File: src/rtl/imem_loader.sv
// Byte-stream instruction memory loader: packs bytes into 32-bit words and writes NWORDS of them.
// Optional trailing checksum word is enabled with macro IMEM_LOADER_CHECKSUM_EN.
module imem_loader #(
    parameter int unsigned NWORDS     = 64,
    parameter bit          BIG_ENDIAN = 1'b1
) (
    input  logic        clk,
    input  logic        reset,
    input  logic        start,
    input  logic        byte_valid,
    input  logic [7:0]  byte_data,
    output logic        byte_ready,
    output logic        we,
    output logic [5:0]  wa,
    output logic [31:0] wd,
    output logic        busy,
    output logic        done,
    output logic        error
);

    typedef enum logic [2:0] {
        StIdle,
        StCollect,
        StWrite,
        StCheck,
        StDone
    } state_e;

    // Counter is one bit wider than wa so it can reach NWORDS without wrapping.
    localparam logic [6:0] LastWord = 7'(NWORDS - 1);

    state_e      r_state;
    state_e      w_state_next;
    logic [6:0]  r_word_cnt;
    logic [1:0]  r_byte_cnt;
    logic [31:0] r_asm;
    logic [5:0]  r_wa;
    logic [31:0] r_wd;
    logic        w_accept;
    logic        w_last_byte;
    logic        w_start_load;
    logic        w_last_word;
    logic [1:0]  w_lane;
    logic [31:0] w_word;

`ifdef IMEM_LOADER_CHECKSUM_EN
    assign byte_ready = (r_state == StCollect) || (r_state == StCheck);
`else
    assign byte_ready = (r_state == StCollect);
`endif

    assign w_accept     = byte_valid && byte_ready;
    assign w_last_byte  = w_accept && (r_byte_cnt == 2'd3);
    assign w_start_load = start && ((r_state == StIdle) || (r_state == StDone));
    assign w_last_word  = (r_word_cnt == LastWord);
    assign w_lane       = BIG_ENDIAN ? ~r_byte_cnt : r_byte_cnt;

    // Word as it will look once the byte currently offered is merged in.
    always_comb begin
        w_word = r_asm;
        w_word[{w_lane, 3'b000} +: 8] = byte_data;
    end

    always_ff @(posedge clk) begin
        if (reset) begin
            r_state <= StIdle;
        end else begin
            r_state <= w_state_next;
        end
    end

    always_comb begin
        w_state_next = r_state;
        busy         = 1'b0;
        done         = 1'b0;
        unique case (r_state)
            StIdle: begin
                if (start) w_state_next = StCollect;
            end
            StCollect: begin
                busy = 1'b1;
                if (w_last_byte) w_state_next = StWrite;
            end
            StWrite: begin
                busy = 1'b1;
                if (w_last_word) begin
`ifdef IMEM_LOADER_CHECKSUM_EN
                    w_state_next = StCheck;
`else
                    w_state_next = StDone;
`endif
                end else begin
                    w_state_next = StCollect;
                end
            end
`ifdef IMEM_LOADER_CHECKSUM_EN
            StCheck: begin
                busy = 1'b1;
                if (w_last_byte) w_state_next = StDone;
            end
`endif
            StDone: begin
                done = 1'b1;
                if (start) w_state_next = StCollect;
            end
            default: w_state_next = StIdle;
        endcase
    end

    always_ff @(posedge clk) begin
        if (reset) begin
            r_word_cnt <= 7'd0;
            r_byte_cnt <= 2'd0;
            r_asm      <= 32'd0;
            r_wa       <= 6'd0;
            r_wd       <= 32'd0;
        end else begin
            if (w_start_load) begin
                r_word_cnt <= 7'd0;
                r_byte_cnt <= 2'd0;
                r_asm      <= 32'd0;
            end
            if (w_accept) begin
                r_asm      <= w_word;
                r_byte_cnt <= r_byte_cnt + 2'd1;
            end
            // wa/wd are captured here so they hold their value outside WRITE.
            if (w_last_byte && (r_state == StCollect)) begin
                r_wa <= r_word_cnt[5:0];
                r_wd <= w_word;
            end
            if (r_state == StWrite) begin
                r_word_cnt <= r_word_cnt + 7'd1;
            end
        end
    end

    assign we = (r_state == StWrite);
    assign wa = r_wa;
    assign wd = r_wd;

`ifdef IMEM_LOADER_CHECKSUM_EN
    logic [31:0] r_acc;
    logic        r_error;

    always_ff @(posedge clk) begin
        if (reset) begin
            r_acc   <= 32'd0;
            r_error <= 1'b0;
        end else if (w_start_load) begin
            r_acc   <= 32'd0;
            r_error <= 1'b0;
        end else begin
            if (r_state == StWrite) r_acc <= r_acc + r_wd;
            if ((r_state == StCheck) && w_last_byte) r_error <= (w_word != r_acc);
        end
    end

    assign error = r_error;
`else
    assign error = 1'b0;
`endif

endmodule

File: config.mk
export PLATFORM = sky130hd
export DESIGN_NAME = imem_loader
export DESIGN_NICKNAME = d
export VERILOG_FILES = /design/src/rtl/imem_loader.sv
export SDC_FILE = /design/constraint.sdc
export NUM_CORES = 1
export LEC_CHECK = 0
export ABC_AREA = 1
export ABC_CLOCK_PERIOD_IN_PS = 3450
export BUFFER_PORTS_ARGS = -buffer_cell sky130_fd_sc_hd__buf_4
export CORE_ASPECT_RATIO = 1.25
export CORE_UTILIZATION = 30
export DETAILED_ROUTE_END_ITERATION = 16
export REMOVE_ABC_BUFFERS = 1
export SLEW_MARGIN = 20
export SYNTH_ARGS = -nofsm -noshare
export SYNTH_HDL_FRONTEND = slang
export SYNTH_SLANG_ARGS = --single-unit
File: constraint.sdc
create_clock -name clk -period 3.45 [get_ports clk]
set_input_delay 0.69 -clock clk [delete_from_list [all_inputs] [get_ports clk]]
set_output_delay 0.69 -clock clk [all_outputs]
set_load 0.005 [all_outputs]
# After elaboration in Yosys (flattened, before gate mapping)

Index checks and enable logic that the tools add are counted.

Add/sub/neg operators: 3
Multiply operators: 0
Divide/modulo/power cells: 0
Magnitude comparators: 0
Eq/ne operators: 7
Shifts and indexed selects: 2
Mux-type cells: 13
Bitwise logic cells: 1
Reduce and logical (&&, ||, !) cells: 11

Operators with widths:

| operator                 | count |
|---|---|
| $mux W32                 | 2 |
| $bwmux W32               | 1 |
| $shift A8 B7 Y32 const A | 1 |
| $shiftx A8 B7 Y32        | 1 |
| $mux W7                  | 2 |
| $mux W3                  | 3 |
| $pmux W3 S3              | 1 |
| $add A7 B1 Y7 const B    | 1 |
| $eq A7 B6 Y1 const B     | 1 |
| $neg A5 Y7               | 1 |
| $logic_and A1 B1 Y1      | 4 |
| $mux W2                  | 2 |
| $ne A2 B1 Y1 const B     | 2 |
| $reduce_bool A2 Y1       | 2 |
| $reduce_or A2 Y1         | 2 |
| $eq A3 B1 Y1 const B     | 1 |
| $eq A3 B2 Y1 const B     | 1 |
| $eq A3 B3 Y1 const B     | 1 |
| $logic_not A3 Y1         | 1 |
| $add A2 B1 Y2 const B    | 1 |
| $eq A2 B2 Y1 const B     | 1 |
| $mux W1                  | 2 |
| $not A2 Y2               | 1 |
| $reduce_and A2 Y1        | 1 |
| $logic_or A1 B1 Y1       | 1 |

Register bits: 82
Bits in latches: 0
Memory bits (writable): 0
Memory bits (read-only): 0
Bits of input ports: 12
Output and inout port bits: 43
Logic and storage cells: 43
Memories kept: 0

# Logic depth before layout (Yosys ltp)

Word-level depth: 5
Depth in mapped cells: 10
Mapped depth without buffers: 9

# Worst setup path before layout

No wires, ideal clock.

Path type: reg2reg
Start point: register r_byte_cnt[0]
End point: register r_wd[24] (netlist: wd[24])
Library setup time: 0.070 ns
Data arrival time: 1.630 ns
Required time: 3.380 ns
Slack: 1.750 ns
Stages on the path, launching flop included: 11
Path buffers: 1
Period minus slack after synthesis: 1.700 ns
Cells stage by stage: dfxtp_1 > buf_2 > inv_1 > ha_1 > inv_1 > nand2_1 > nor2_1 > nand2_1 > nand2_1 > nand2_1 > a21oi_1

Longest elaborated chain between the ends: 4
Elaborated cells between the ends (all ways): 8
Classes of those cells: add/sub: 1; eq/ne: 1; shift: 2; mux: 1; bitwise: 1; reduce/logical: 2

RTL lines:

| item                                                         | line | text |
|---|---|---|
| start: declaration                                           | 35   | `logic [1:0] r_byte_cnt;` |
| start signal: assignment                                     | 125  | `r_byte_cnt <= r_byte_cnt + 2'd1;` |
| $not A2 Y2                                                   | 56   | `assign w_lane = BIG_ENDIAN ? ~r_byte_cnt : r_byte_cnt;` |
| $neg A5 Y7                                                   | 61   | `w_word[{w_lane, 3'b000} +: 8] = byte_data;` |
| $shiftx A8 B7 Y32 / $shift A8 B7 Y32 (equally long branches) | 61   |  |
| $bwmux W32                                                   | 61   |  |
| end signal: assignment                                       | 130  | `r_wd <= w_word;` |
| end: declaration                                             | 38   | `logic [31:0] r_wd;` |

Several ways; a longest one is shown, not always the timed one.
A chain may end at the register's enable or synchronous reset.

# Final worst setup path

Start point: register r_state[1]
End point: register r_asm[28]

Longest elaborated chain between the ends: 4
Elaborated cells between the ends (all ways): 8
Classes of those cells: eq/ne: 2; mux: 1; reduce/logical: 5

RTL lines:

| item                                                    | line | text |
|---|---|---|
| start: declaration                                      | 32   | `state_e r_state;` |
| start signal: assignment                                | 66   | `r_state <= StIdle;` |
| start signal: assignment                                | 68   | `r_state <= w_state_next;` |
| $eq A3 B3 Y1 / $logic_not A3 Y1 (equally long branches) | 54   | `assign w_start_load = start && ((r_state == StIdle) \|\| (r_state == StDone));` |
| $logic_or A1 B1 Y1                                      | 54   |  |
| $logic_and A1 B1 Y1                                     | 54   |  |
| $reduce_bool A2 Y1 (no line)                            | --   |  |
| end signal: assignment                                  | 124  | `r_asm <= w_word;` |
| end: declaration                                        | 36   | `logic [31:0] r_asm;` |

Several ways; a longest one is shown, not always the timed one.

==> results.cfg <==
[synth]
seq_area_frac_synth_pct = 44.4
yosysWarnings = 0
synth_xor_area_share_pct = 0
synth-edff-count = 0
async_flop_share_pct = 0
netlist_area_um2 = 3700
synthMuxAreaShare_pct = 0
synth-simple-area-share_pct = 33.7
synthCells = 541
synth_top_family_by_area = simple AND/OR/NAND/NOR gates
ys.flop_type = dfxtp_1
postSynthAreaPerCell_um2 = 6.84
synth_fa_ha_area_share_pct = 2.03
ys_seq_elements = 82
synth_compound_area_share_pct = 12.3
ys_types = 22

[worst_setup_path]
crit_chain = inv_2 -> nand4_4 -> clkinv_1 -> buf_4 -> nand2_1 -> a21oi_1
slowest_stage = clkinv_1
endpoint_kind = register
crit_fanout = 36
cp.arrival_ns = 2.25
cp_num_buf_inv = 3
crit_family = buffers and inverters
crit_path_max_incr_delay_ns = 0.50
crit_type = reg -> reg
crit_required_ns = 3.63
start_kind = register

[detailed_routing]
wl_per_cell_um = 12.5
drt-initial-drc-count = 224
routed_wl_mm = 9.36
ant_nets = 0
vias = 3536
drt-pass1-iter-count = 5
vias_per_cell = 4.73
drcViolationCount = 0

[timing]
hold_violations = 0
setup_tns_ns = 0
slew_headroom_pct = 43.7
worstMarginPinSlew_ns = 0.844
fin_crit_ns = 2.07
slew_violations = 0
clock.fmax_mhz = 484
fin_crit_sh_pct = 59.9
finClkSkew_ns = 0.00978
rsz0062_at_grt = no
setup_viol = 0

[pwr]
ir_drop_mv = 0.220
pwr_density_cell_nw_per_um2 = 448
p_leak_nw = 1.82

[finish]
final_common_cell = nand2_1
stdcell_count = 747
seq_area_um2 = 1640
final_nets = 599
diodes = 0
multiInputGateArea_um2 = 1780
layout_common_cells = nand2_1, dfxtp_1, a21oi_1
area.growth.synth_to_final_pct = 20.8
fillers = 1298
drive_above_1_share_pct = 13.9

[clock_tree]
cts_buffers = 9
htree_levels = 3
cts_root_buffer = clkbuf_16
clk_pin_slew_ns = 0.06
cts_tree = yes
cts_hold_buf = 0
cts_resized = 0
worstSkewPairLatency_ns = 0.34
postCtsSetupBuffers = 0
cts.sinks = 82
cts_buffer_depth = 2

[floorplan]
core_area_um2 = 12100
die_area_um2 = 12800
rows = 45
ios = 55
start_util_pct = 30.6
die_w_um = 101
die_y_um = 126

[job]
drv_cap = 0

[grt]
first_global_vias = 3478
grt_overflow = 0
antenna_found_initial = 0
grt_pass1_wl_mm = 15.8
track_usage_pct = 15.6
grt_max_degree = 80

[status]
status = completed

[place]
dp_cells = 734
port_buffers = 53
hpwl_mm = 6.48
gp_congestion = 0.860

[worst_hold_path]
hold_path.class = reg -> reg
[cells by family (layout without fill, tap and decap cells)]
| logic type | count (synthesis) | after routing |
|---|---|---|
| flip-flops | 82 | 82 |
| AND/OR/NAND/NOR | 301 | 301 |
| other | 1 | 1 |
| buffers and inverters | 61 | 103 |
| AO/OA/AOI/OAI | 90 | 90 |
| adder cells (fa/ha/maj) | 6 | 6 |
[cell usage after synthesis (2+ instances only)]
cell,n,area [um^2]
clkbuf_1,10,37.5
o21ai_0,9,45.0
buf_2,12,60.1
nor2_1,21,78.8
dfxtp_1,82,1640
nand2_1,209,785
clkinv_1,2,7.51
a21oi_1,79,395
inv_2,3,11.3
buf_1,3,11.3
ha_1,6,75.1
nor2_2,4,25.0
nor3_1,5,25.0
nand3_1,60,300
buf_6,4,45.0
inv_1,26,97.6
[final timing paths]
check,from,to,slack [ns],cells past startpoint
max,r_state[1]$_SDFFE_PP0P_,r_asm[28]$_SDFFE_PP0P_,1.38,6
min,wd[10]$_SDFFE_PP0P_,wd[10]$_SDFFE_PP0P_,0.46,2
max reg2reg,r_state[1]$_SDFFE_PP0P_,r_asm[28]$_SDFFE_PP0P_,1.38,6
min reg2reg,wd[10]$_SDFFE_PP0P_,wd[10]$_SDFFE_PP0P_,0.46,2
[area by class of cell]
class	count	area share [%]
Clock buffer	10	5.35
Clock inverter	3	0.952
Inverter	31	2.61
Multi-Input combinational cell	398	39.8
Sequential cell	82	36.8
Tap cell	164	4.59
Timing Repair Buffer	59	9.92
[report_power, final]
part           total [mW]  switching, mW  leakage, nW  internal (mW)
Sequential          0.957        0.00533        0.661          0.952
Combinational       0.120         0.0878         1.02         0.0318
Clock               0.925          0.359        0.136          0.566
[layer usage]
layer	track usage, %	vias to the layer above	wire length [um]
met4	6.73	0	157
met5	0	-	0
met1	18.2	1619	4110
li1	-	1810	-
met2	25.9	94	4470
met3	4.72	13	622
[worst reg2reg max path: cells and delay by family (launching register included)]
kind / cells / cell delay, ns
buffers and inverters: 3 / 0.96
and+or+nand+nor: 2 / 0.47
DFF: 1 / 0.42
AOI/OAI and AO/OA: 1 / 0.06
[sequential cells by signal, indices dropped and copies added (netlist names)]
register	flops
r_asm	32
r_word_cnt	7
wd	32
r_state	3
wa	6
r_byte_cnt	2
[metrics by stage]
step | util, % | instance area (um^2) | hold WS [ns] | power (mW) | setup slack (ns)
after floorplan | - | 3540 | 0.448 | 1.04 | 1.29
after global placement | 34.6 | 4190 | 0.457 | 1.09 | 1.17
after detailed placement | 34.6 | 4190 | 0.457 | 1.10 | 1.06
after CTS | 36.9 | 4470 | 0.466 | 2.03 | 1.37
after global routing | 36.9 | 4470 | 0.480 | 2.09 | 1.19
final | 36.9 | 4470 | 0.463 | 2.00 | 1.38
No activity file was read; power rests on OpenSTA's default activity.
